## src/rtl/bcd_scan_controller.sv

```systemverilog
// bcd_scan_controller: scans a captured NDIG-digit BCD word MS-first onto a shared decoder with blanking and error flags
module bcd_scan_controller #(
  parameter int NDIG  = 4,
  parameter int DWELL = 4
) (
  input  logic              clk,
  input  logic              rst,
  input  logic              start,
  input  logic [4*NDIG-1:0] bcd_word,
  input  logic              blank,
  output logic [3:0]        bcd_out,
  output logic [NDIG-1:0]   dig_sel,
  output logic              dig_valid,
  output logic              busy,
  output logic              done,
  output logic [NDIG-1:0]   err_mask,
  output logic              err
);
  localparam int IW = NDIG > 1 ? $clog2(NDIG) : 1;
  localparam int CW = DWELL > 1 ? $clog2(DWELL) : 1;
  typedef enum logic [1:0] {IDLE, SCAN, DONE} state_t;
  state_t state, n_state;
  logic [4*NDIG-1:0] word, n_word;
  logic [NDIG-1:0] vm, n_vm, n_mask, n_sel;
  logic [IW-1:0] idx, n_idx;
  logic [CW-1:0] cnt, n_cnt;
  logic [3:0] n_bcd;
  logic n_valid, last;
  function automatic logic [NDIG-1:0] bad(input logic [4*NDIG-1:0] w);
    for (int i = 0; i < NDIG; i++) bad[i] = w[4*i +: 4] > 4'd9;
  endfunction
  // a digit is shown when it is decimal and not part of the leading-zero run (digit 0 always counts)
  function automatic logic [NDIG-1:0] shown(input logic [4*NDIG-1:0] w, input logic b);
    logic z;
    z = 1'b1;
    for (int i = NDIG - 1; i >= 0; i--) begin
      z = z & (w[4*i +: 4] == 4'd0);
      shown[i] = (w[4*i +: 4] <= 4'd9) && !(b && z && i != 0);
    end
  endfunction
  assign last = cnt == CW'(DWELL - 1);
  always_comb begin
    n_state = state;
    n_word  = word;
    n_vm    = vm;
    n_mask  = err_mask;
    n_idx   = idx;
    n_cnt   = cnt;
    case (state)
      IDLE: if (start) begin
        n_state = SCAN;
        n_word  = bcd_word;
        n_vm    = shown(bcd_word, blank);
        n_mask  = bad(bcd_word);
        n_idx   = IW'(NDIG - 1);
        n_cnt   = '0;
      end
      SCAN: begin
        n_cnt   = last ? '0 : cnt + 1'b1;
        n_idx   = last && idx != '0 ? idx - 1'b1 : idx;
        n_state = last && idx == '0 ? DONE : SCAN;
      end
      default: n_state = IDLE;
    endcase
    n_bcd   = n_state == SCAN ? n_word[4*n_idx +: 4] : 4'd0;
    n_sel   = n_state == SCAN ? NDIG'(1) << n_idx : '0;
    n_valid = n_state == SCAN ? n_vm[n_idx] : 1'b0;
  end
  always_ff @(posedge clk) begin
    if (rst) begin
      state     <= IDLE;
      word      <= '0;
      vm        <= '0;
      idx       <= '0;
      cnt       <= '0;
      bcd_out   <= '0;
      dig_sel   <= '0;
      dig_valid <= 1'b0;
      busy      <= 1'b0;
      done      <= 1'b0;
      err_mask  <= '0;
      err       <= 1'b0;
    end else begin
      state     <= n_state;
      word      <= n_word;
      vm        <= n_vm;
      idx       <= n_idx;
      cnt       <= n_cnt;
      bcd_out   <= n_bcd;
      dig_sel   <= n_sel;
      dig_valid <= n_valid;
      busy      <= n_state == SCAN;
      done      <= n_state == DONE;
      err_mask  <= n_mask;
      err       <= |n_mask;
    end
  end
endmodule

```

## config.mk

```make
export PLATFORM = sky130hd
export DESIGN_NAME = bcd_scan_controller
export DESIGN_NICKNAME = d
export VERILOG_FILES = /design/src/rtl/bcd_scan_controller.sv
export SDC_FILE = /design/constraint.sdc
export NUM_CORES = 1
export LEC_CHECK = 0
export BUFFER_PORTS_ARGS = -buffer_cell sky130_fd_sc_hd__buf_2
export CELL_PAD_IN_SITES_DETAIL_PLACEMENT = 0
export CELL_PAD_IN_SITES_GLOBAL_PLACEMENT = 1
export CORE_MARGIN = 3
export CORE_UTILIZATION = 36
export DETAILED_ROUTE_END_ITERATION = 10
export GPL_ROUTABILITY_DRIVEN = 0
export GPL_TIMING_DRIVEN = 0
export PLACE_DENSITY = 0.72
export SETUP_SLACK_MARGIN = 0.2
export SLEW_MARGIN = 20
export SYNTH_ARGS = -nofsm -noshare
export SYNTH_HDL_FRONTEND = slang
export SYNTH_SLANG_ARGS = --single-unit
```

## constraint.sdc

```tcl
create_clock -name clk -period 2.01 [get_ports clk]
set_input_delay 0.201 -clock clk [delete_from_list [all_inputs] [get_ports clk]]
set_output_delay 0.201 -clock clk [all_outputs]
set_load 0.005 [all_outputs]
```

==> results.yml, run 1 <==
run_status:
  status: "complete, no violations"
cts:
  clock_latency_ns: 0.28
  root_buffer: "clkbuf_8"
  cts_tree: "done"
  cts-buffers-inserted: 5
  clkTransAtPathRegs_ns: 0.07
  cts.sink_count: 42
  hold_buffers: 0
  htree_levels: 2
  clk_path_buf_depth: 2
logic_synthesis:
  synthFlopType: "dfxtp_1"
  synth_top_area_cell: "dfxtp_1"
  netlist.area_leader.share_pct: 49.9
  postSynth.asyncResetShare_pct: 0
  syn-instance-count: 175
  netlist_top_cells_area: "dfxtp_1 50%, mux2i_1 10%, nor2_1 7.6%, nor3_1 3.6%, a311oi_4 1.6%"
  yosysMostFrequentCell: "dfxtp_1"
  synth-seq-cells: 42
  synth_nets: 197
  synth_edf_count: 0
  netlist_area_mm2: 0.00169
  post_synth_num_cell_types: 37
  avgSynthCellArea_um2: 9.64
  synth_warnings: 0
  yosysSeqAreaShare_pct: 49.9
  synth_common_cells: "42 x dfxtp_1, 34 x nor2_1, 17 x mux2i_1"
routing:
  wirelength_mm: 4.44
  route.detailed.drc: 0
  wire_per_inst_um: 15.7
  drtIter0Drc: 48
  dr.pass1.iters: 4
  vias: 1458
  postRouteAntennaNets: 0
  viasPerCell: 5.17
worst_setup_path:
  crit_arrival_ns: 2.21
  path_cells: "inv_2 -> ha_4 -> and4bb_2 -> and2_4 -> or3b_4 -> buf_6 -> o32a_1 -> nand2_1"
  cp_max_fo: 5
  slowest_delay_ns: 0.43
  cp-start-kind: "register"
  critPathSlowestCell: "or3b_4"
  cp.required_ns: 2.24
  critPathKind: "register to register"
  crit_path_end_kind: "register"
grt:
  gr-max-usage-layer: "met2"
  antenna_found_initial: 0
  gr-total-overflow: 0
  grt_pass1_vias: 1473
  grt_pass1_wl_mm: 6.71
  met2_usage_pct: 27.8
  grtUsageTotal_pct: 16.4
  grt_max_degree: 13
  met1_usage_pct: 19.1
  grt.met3_usage_pct: 5.14
floorplanning:
  die_w_um: 74.4
  num_rows: 24
  io_pins: 36
  die_h_um: 74.4
  core_mm2: 0.00444
  start_util_pct: 38.0
  die_area_mm2: 0.00554
place:
  placed_cell_area_mm2: 0.00195
  placed_cells: 261
  post-place-ws_ns: -0.205
  hpwl_mm: 3.13
  io_buffers: 34
final_layout:
  final_cells: 282
  diodes: 0
  drive_gt1_share_pct: 38.3
  layout.nets: 252
  fillers: 427
  area_growth_pct: 34.5
  stdcell_area_mm2: 0.00227
sta:
  maxSlewHeadroom_pct: 63.3
  worst_slew_pin_slew_ns: 0.551
  timing.fmax_mhz: 504
  rsz0062_at_grt: "yes"
  hold_viol: 0
  fin_crit_ns: 1.98
  finalSetupViolations: 0
  fin_skew_ns: 0.00516
  finalCritPeriodShare_pct: 98.7
  slew_viol_final: 0
  setup_slack_ns: 0.0268
power:
  powerDensity_mw_per_mm2: 767
  vdd_drop_max_v: 0.000376
  leakagePower_nw: 0.969
min_path:
  hold_path.class: "primary input to register"
job:
  maxCapViolations: 0
## power by group
part           switching [W]  internal (W)  total [W]  leakage, nW
Combinational       0.000181      0.000155   0.000337        0.580
Sequential         0.0000177      0.000885   0.000902        0.346
Clock               0.000268      0.000233   0.000501       0.0438
## per-stage QoR
| step | setup TNS, ns | hold WS [ns] | utilization [%] | total power, W |
|---|---|---|---|---|
| after floorplan | 0 | 0.367 | - | 0.00109 |
| after global placement | -0.625 | 0.469 | 43.9 | 0.00117 |
| after detailed placement | -0.772 | 0.478 | 43.9 | 0.00118 |
| after CTS | 0 | 0.180 | 48.3 | 0.00172 |
| after global routing | -0.155 | 0.200 | 51.0 | 0.00182 |
| final | 0 | 0.190 | 51.0 | 0.00174 |
## kinds of logic (layout without fill, tap and decap cells)
family                   after synthesis  count (layout)  share of synthesized area, %
multiplexers                          17              17                          10.1
AND/OR/NAND/NOR                       71              71                          21.1
buffers and inverters                 14              69                          4.23
adder cells (fa/ha/maj)                2               2                          1.48
AO/OA/AOI/OAI                         29              29                          13.2
flip-flops                            42              42                          49.9
## worst paths after layout
check,startpoint,end,slack (ns),cells after the start
worst max-delay path,idx[0],dig_valid,0.03,8
worst min-delay path,rst,state[0],0.19,2
worst max register to register,idx[0],dig_valid,0.03,8
worst min register to register,word[13],word[13],0.50,2
## critical path: cells and delay by family (launching register included)
| family | cells | cell delay, ns |
|---|---|---|
| AND/OR/NAND/NOR | 4 | 0.94 |
| flip-flops | 1 | 0.33 |
| AO/OA/AOI/OAI | 1 | 0.28 |
| buffers and inverters | 2 | 0.22 |
| adder cells (fa/ha/maj) | 1 | 0.15 |
## final cells by class
type                       instances  area (um^2)  area share (%)
tap                               52         65.1            2.87
timing repair buffer              48          287            12.6
clock buffer                       5         68.8            3.03
clock inverter                     2         10.0           0.441
buffer                             8         53.8            2.37
multi-input combinational        119          917            40.4
sequential                        42          845            37.2
inverter                           6         22.5           0.993
## registers in the layout (all words and copies together), names as in the netlist
signal,count
idx,2
bcd_out,4
busy,1
word,16
done,1
err,1
dig_valid,1
err_mask,4
vm,4
dig_sel,4
state,2
cnt,2
## cells in the final DEF (no fill, tap or decap), types with 4 or more instances in the layout
cell and count:
buf_6 5, o21ai_0 4, mux2i_1 13, dfxtp_1 39, mux2i_2 4, or3_1 4
clkbuf_8 5, nand2_1 5, nor2b_1 4, nor3_1 9, buf_2 35, a21oi_1 5
nor2_1 33, inv_1 4, buf_4 13
## repair_timing
action / in CTS / in global routing
resized for setup: 14 / 15
setup endpoints to repair: 5 / 7
pin swaps: 9 / 5
gates cloned: 1 / 0
buffers inserted: 7 / 6
## layer usage
layer	vias to the layer above	share of wire [%]
met2	35	52
li1	727	-
met1	688	42
met3	8	4.4
met5	-	0
met4	0	1.5
Power figures use the tool's default switching activity.
==> run 2: changes to the inputs <==
CORE_UTILIZATION = 38   (was 36)
CTS_BUF_LIST = sky130_fd_sc_hd__clkbuf_4   (was unset)
PLACE_DENSITY = 0.76   (was 0.72)
==> run 2 against run 1 <==
Against the previous run:
- highest routed layer unchanged
- fmax is 1.4% lower
- clock power shrank 19%
- non-clock buffer count grew 3
- register-to-register slack worse by 0.03 ns
- routed wire length fell by 2.7%
- the flow now finishes with violations (negative setup slack)
==> results.yml, run 2 (synthesized netlist as in run 1, its figures left out) <==
sta:
  fin_tns_setup_ns: -0.00186
  finalCritPeriodShare_pct: 100
  rsz0062_at_grt: "yes"
  fin_crit_ns: 2.01
  timing.fmax_mhz: 497
  finalSetupViolations: 1
  hold_slack_ns: 0.116
  worst_slew_pin_slew_ns: 0.528
  maxSlewHeadroom_pct: 64.8
  fin_skew_ns: 0.0116
  slew_viol_final: 0
  hold_viol: 0
  setup_slack_ns: -0.00186
floorplanning:
  num_rows: 23
  start_util_pct: 40.7
  io_pins: 36
  die_area_mm2: 0.00527
  core_mm2: 0.00414
  die_h_um: 72.6
  die_w_um: 72.6
routing:
  viasPerCell: 5.32
  postRouteAntennaNets: 0
  drtIter0Drc: 68
  route.detailed.drc: 0
  dr.pass1.iters: 4
  wire_per_inst_um: 15.2
  wirelength_mm: 4.32
  vias: 1510
cts:
  cts_tree: "done"
  hold_buffers: 0
  root_buffer: "clkbuf_4"
  clk_path_buf_depth: 2
  clock_latency_ns: 0.34
  cts.sink_count: 42
  htree_levels: 2
  clkTransAtPathRegs_ns: 0.12
  cts-buffers-inserted: 5
grt:
  grt_max_degree: 13
  gr-total-overflow: 0
  grtUsageTotal_pct: 17.1
  antenna_found_initial: 0
  grt_pass1_wl_mm: 6.92
  grt_pass1_vias: 1487
worst_setup_path:
  critPathKind: "register to register"
  crit_path_end_kind: "register"
  cp.required_ns: 2.29
  cp_max_fo: 5
  crit_arrival_ns: 2.29
  cp-start-kind: "register"
power:
  p_int_w: 0.00119
  pwr-share-comb_pct: 20.5
  powerDensity_mw_per_mm2: 734
  leakagePower_nw: 0.969
  power_frac_seq_pct: 54.8
  swShare_pct: 27.8
  switchingPower_w: 0.000457
  pwr-share-clk_pct: 24.7
  vdd_drop_max_v: 0.000497
run_status:
  violations: "negative setup slack"
  status: "finished, violations left"
final_layout:
  fillers: 376
  drive_gt1_share_pct: 36.8
  area_growth_pct: 32.9
  stdcell_area_mm2: 0.00224
  diodes: 0
  largest_reg_flops: 16
  layout.nets: 255
  final_cell_mix: "39 x dfxtp_1, 35 x buf_2, 32 x nor2_1"
  final_common_cell: "dfxtp_1"
  top_register: "word"
  final_cells: 284
place:
  io_buffers: 34
  hpwl_mm: 2.98
  placed_cells: 259
  placed_cell_area_mm2: 0.00195
  post-place-ws_ns: -0.214
job:
  maxCapViolations: 0
min_path:
  hold_path.class: "primary input to register"
-- run 2: final timing paths --
| check | slack (ns) | startpoint | depth (start not counted) | end |
|---|---|---|---|---|
| max | -0.002 | idx[0] | 8 | dig_valid |
| min | 0.12 | rst | 2 | state[0] |
| max reg2reg | -0.002 | idx[0] | 8 | dig_valid |
| min reg2reg | 0.51 | word[6] | 2 | word[6] |
-- run 2: power by group through the flow --
stage,clock [W],combinational (W),sequential [W]
2_1_floorplan,0,0.000164,0.000922
3_3_place_gp,0,0.000248,0.000919
3_5_place_dp,0,0.000255,0.000921
4_1_cts,0.000414,0.000312,0.000901
5_1_grt,0.000453,0.000367,0.000907
6_report,0.000407,0.000338,0.000901
-- run 2: metrics by stage --
stage | total power (W) | util [%]
6_report | 0.00165 | 54.1
5_1_grt | 0.00173 | 54.1
4_1_cts | 0.00163 | 52.5
3_5_place_dp | 0.00118 | 47.0
3_3_place_gp | 0.00117 | 47.0
2_1_floorplan | 0.00109 | -
-- run 2: layout make-up --
type	count	area [um^2]	area share (%)
multi-input combinational	119	883	39.4
sequential	42	845	37.7
timing repair buffer	51	318	14.2
tap	50	62.6	2.79
buffer	8	57.6	2.57
clock buffer	6	45.0	2.01
inverter	6	22.5	1.00
clock inverter	2	8.76	0.391
-- run 2: layer usage --
metal / track usage (%) / part of all wire (%) / up-vias / wire length, um
li1: - / - / 739 / -
met1: 19.4 / 42 / 713 / 1830
met2: 29.1 / 50 / 49 / 2140
met3: 5.92 / 6.2 / 9 / 268
met4: 7.17 / 1.7 / 0 / 73
met5: 0 / 0 / - / 0
-- run 2: worst max-delay path: stages, from the launching register on --
cell	delay [ns]
dfxtp_2	0.37
inv_2	0.05
ha_4	0.17
buf_4	0.14
a311oi_4	0.28
or3b_4	0.44
buf_6	0.14
o32a_1	0.28
nand2_1	0.07
-- run 2: what timing repair did --
action                                 4_1_cts  5_1_grt
endpoints found under the hold margin        0        0
setup buffers                               12        4
pin swaps                                   14        9
gates cloned                                 1        0
resized for setup                           15        9
setup endpoints to repair                    5        8
==> run 3: changes to the inputs <==
CAP_MARGIN = 20   (was unset)
CORE_ASPECT_RATIO = 0.6   (was unset)
GPL_TIMING_DRIVEN = unset   (was 0)
==> run 3 against run 2 <==
Against the previous run:
- the flow now finishes without violations
- worst hold slack improved by 0.033 ns
- critical path depth fell by 1
- clock power fell by 11%
- clock skew fell by 0.0077 ns
- non-clock buffer count fell by 10
- critical path type unchanged
==> results.yml, run 3 (synthesized netlist as in run 1, its figures left out) <==
final_layout:
  fillers: 416
  diodes: 0
  final_cell_mix: "37 x dfxtp_1, 35 x buf_2, 34 x nor2_1"
  layout.nets: 246
  top_register: "word"
  largest_reg_flops: 16
  stdcell_area_mm2: 0.00213
  drive_gt1_share_pct: 33.6
  final_common_cell: "dfxtp_1"
  area_growth_pct: 26.0
sta:
  worst_slew_pin_slew_ns: 0.556
  maxSlewHeadroom_pct: 62.5
  fin_tns_setup_ns: 0
  slew_viol_final: 0
  rsz0062_at_grt: "yes"
  fin_skew_ns: 0.00391
  hold_viol: 0
  finalSetupViolations: 0
  finalCritPeriodShare_pct: 95.1
  timing.fmax_mhz: 523
  fin_crit_ns: 1.91
  hold_slack_ns: 0.149
worst_setup_path:
  cp_max_fo: 6
  r2r_start: "idx[1]"
  cp.required_ns: 2.24
  crit_arrival_ns: 2.14
  critPathKind: "register to register"
  slowest_delay_ns: 0.37
  path_cells: "inv_2 -> ha_4 -> and4bb_2 -> nor3_4 -> or3b_4 -> nor3_1 -> or3_1"
  crit_path_end_kind: "register"
  critPathSlowestCell: "or3_1"
  cp-startpoint: "idx[1]"
  reg2reg_slack_ns: 0.1
  cp-start-kind: "register"
  worstReg2RegEnd: "bcd_out[2]"
  r2r_cells: 7
  crit_end: "bcd_out[2]"
min_path:
  hold_path.class: "primary input to register"
run_status:
  status: "complete, no violations"
routing:
  wire_per_inst_um: 15.1
  vias: 1497
  drtIter0Drc: 101
  wirelength_mm: 4.27
  route.detailed.drc: 0
  dr.pass1.iters: 4
  postRouteAntennaNets: 0
  viasPerCell: 5.29
place:
  io_buffers: 35
  placed_cell_area_mm2: 0.00200
  hpwl_mm: 3.04
grt:
  grt.met3_usage_pct: 5.01
  grt_pass1_vias: 1371
  grt_pass1_wl_mm: 6.92
  met1_usage_pct: 24.5
  grt_max_degree: 33
  grtUsageTotal_pct: 16.9
  antenna_found_initial: 0
  gr-max-usage-layer: "met1"
  gr-total-overflow: 0
  met2_usage_pct: 24.3
floorplanning:
  num_rows: 18
  die_area_mm2: 0.00530
  die_w_um: 92.0
  io_pins: 36
  core_mm2: 0.00419
  die_h_um: 57.6
  start_util_pct: 40.3
power:
  leakagePower_nw: 0.915
  powerDensity_mw_per_mm2: 737
  vdd_drop_max_v: 0.000368
cts:
  clk_path_buf_depth: 2
  htree_levels: 2
  clkTransAtPathRegs_ns: 0.11
  cts.sink_count: 42
  cts_tree: "done"
  clock_latency_ns: 0.34
  root_buffer: "clkbuf_4"
  hold_buffers: 0
  cts-buffers-inserted: 5
job:
  maxCapViolations: 0
run 3: cell types whose count changed in the layout (fill, tap and decap cells not counted), sizes merged:
cell / before / now
clkbuf: 9 / 5
or3b: 1 / 2
buf: 56 / 49
clkinv: 2 / 1
run 3: stage by stage:
step / utilization (%) / cells / power, W / worst slack, ns
after floorplan: - / 175 / 0.00109 / 0.178
after global placement: 47.6 / 270 / 0.00118 / 0.139
after detailed placement: 47.6 / 270 / 0.00119 / 0.115
after CTS: 50.0 / 281 / 0.00157 / 0.150
after global routing: 50.7 / 283 / 0.00165 / 0.0350
final: 50.7 / 283 / 0.00157 / 0.0978
run 3: worst min-delay path by stage:
| stage | from | to | slack, ns | cells after the start |
|---|---|---|---|---|
| CTS | bcd_word[1] | word[1] | 0.14 | 3 |
| detailed placement | word[1] | word[1] | 0.49 | 2 |
| global placement | word[9] | word[9] | 0.48 | 2 |
| finish | bcd_word[1] | word[1] | 0.15 | 3 |
| floorplan | bcd_word[10] | word[10] | 0.37 | 2 |
| global route | bcd_word[3] | word[3] | 0.15 | 3 |
run 3: cell type report:
cell class,count,area (um^2),area share (%)
timing repair buffer,49,293,13.8
inverter,6,22.5,1.06
clock buffer,5,37.5,1.77
clock inverter,1,3.75,0.177
tap,60,75.1,3.53
sequential,42,847,39.8
multi-input combinational,120,847,39.8
run 3: timing repair:
action,4_1_cts,5_1_grt
gates resized for setup,5,5
gates cloned,1,0
buffers inserted,4,2
pin swaps,4,4
endpoints found under the setup margin,5,5
run 3: worst max-delay path: cells and delay by family (launching register included):
kind | cells | cell delay, ns
AND/OR/NAND/NOR | 5 | 1.23
flip-flops | 1 | 0.34
adder cells (fa/ha/maj) | 1 | 0.16
buffers and inverters | 1 | 0.07
run 3: routing by layer:
metal | part of all wire, % | routed length (um)
met3 | 5.8 | 248
met1 | 52 | 2220
met2 | 40 | 1730
met5 | 0 | 0
met4 | 1.9 | 80
run 3: report_power, final:
group          switching, W  internal, W
Clock              0.000244     0.000120
Combinational      0.000163     0.000135
Sequential        0.0000204     0.000885
Total              0.000427      0.00114
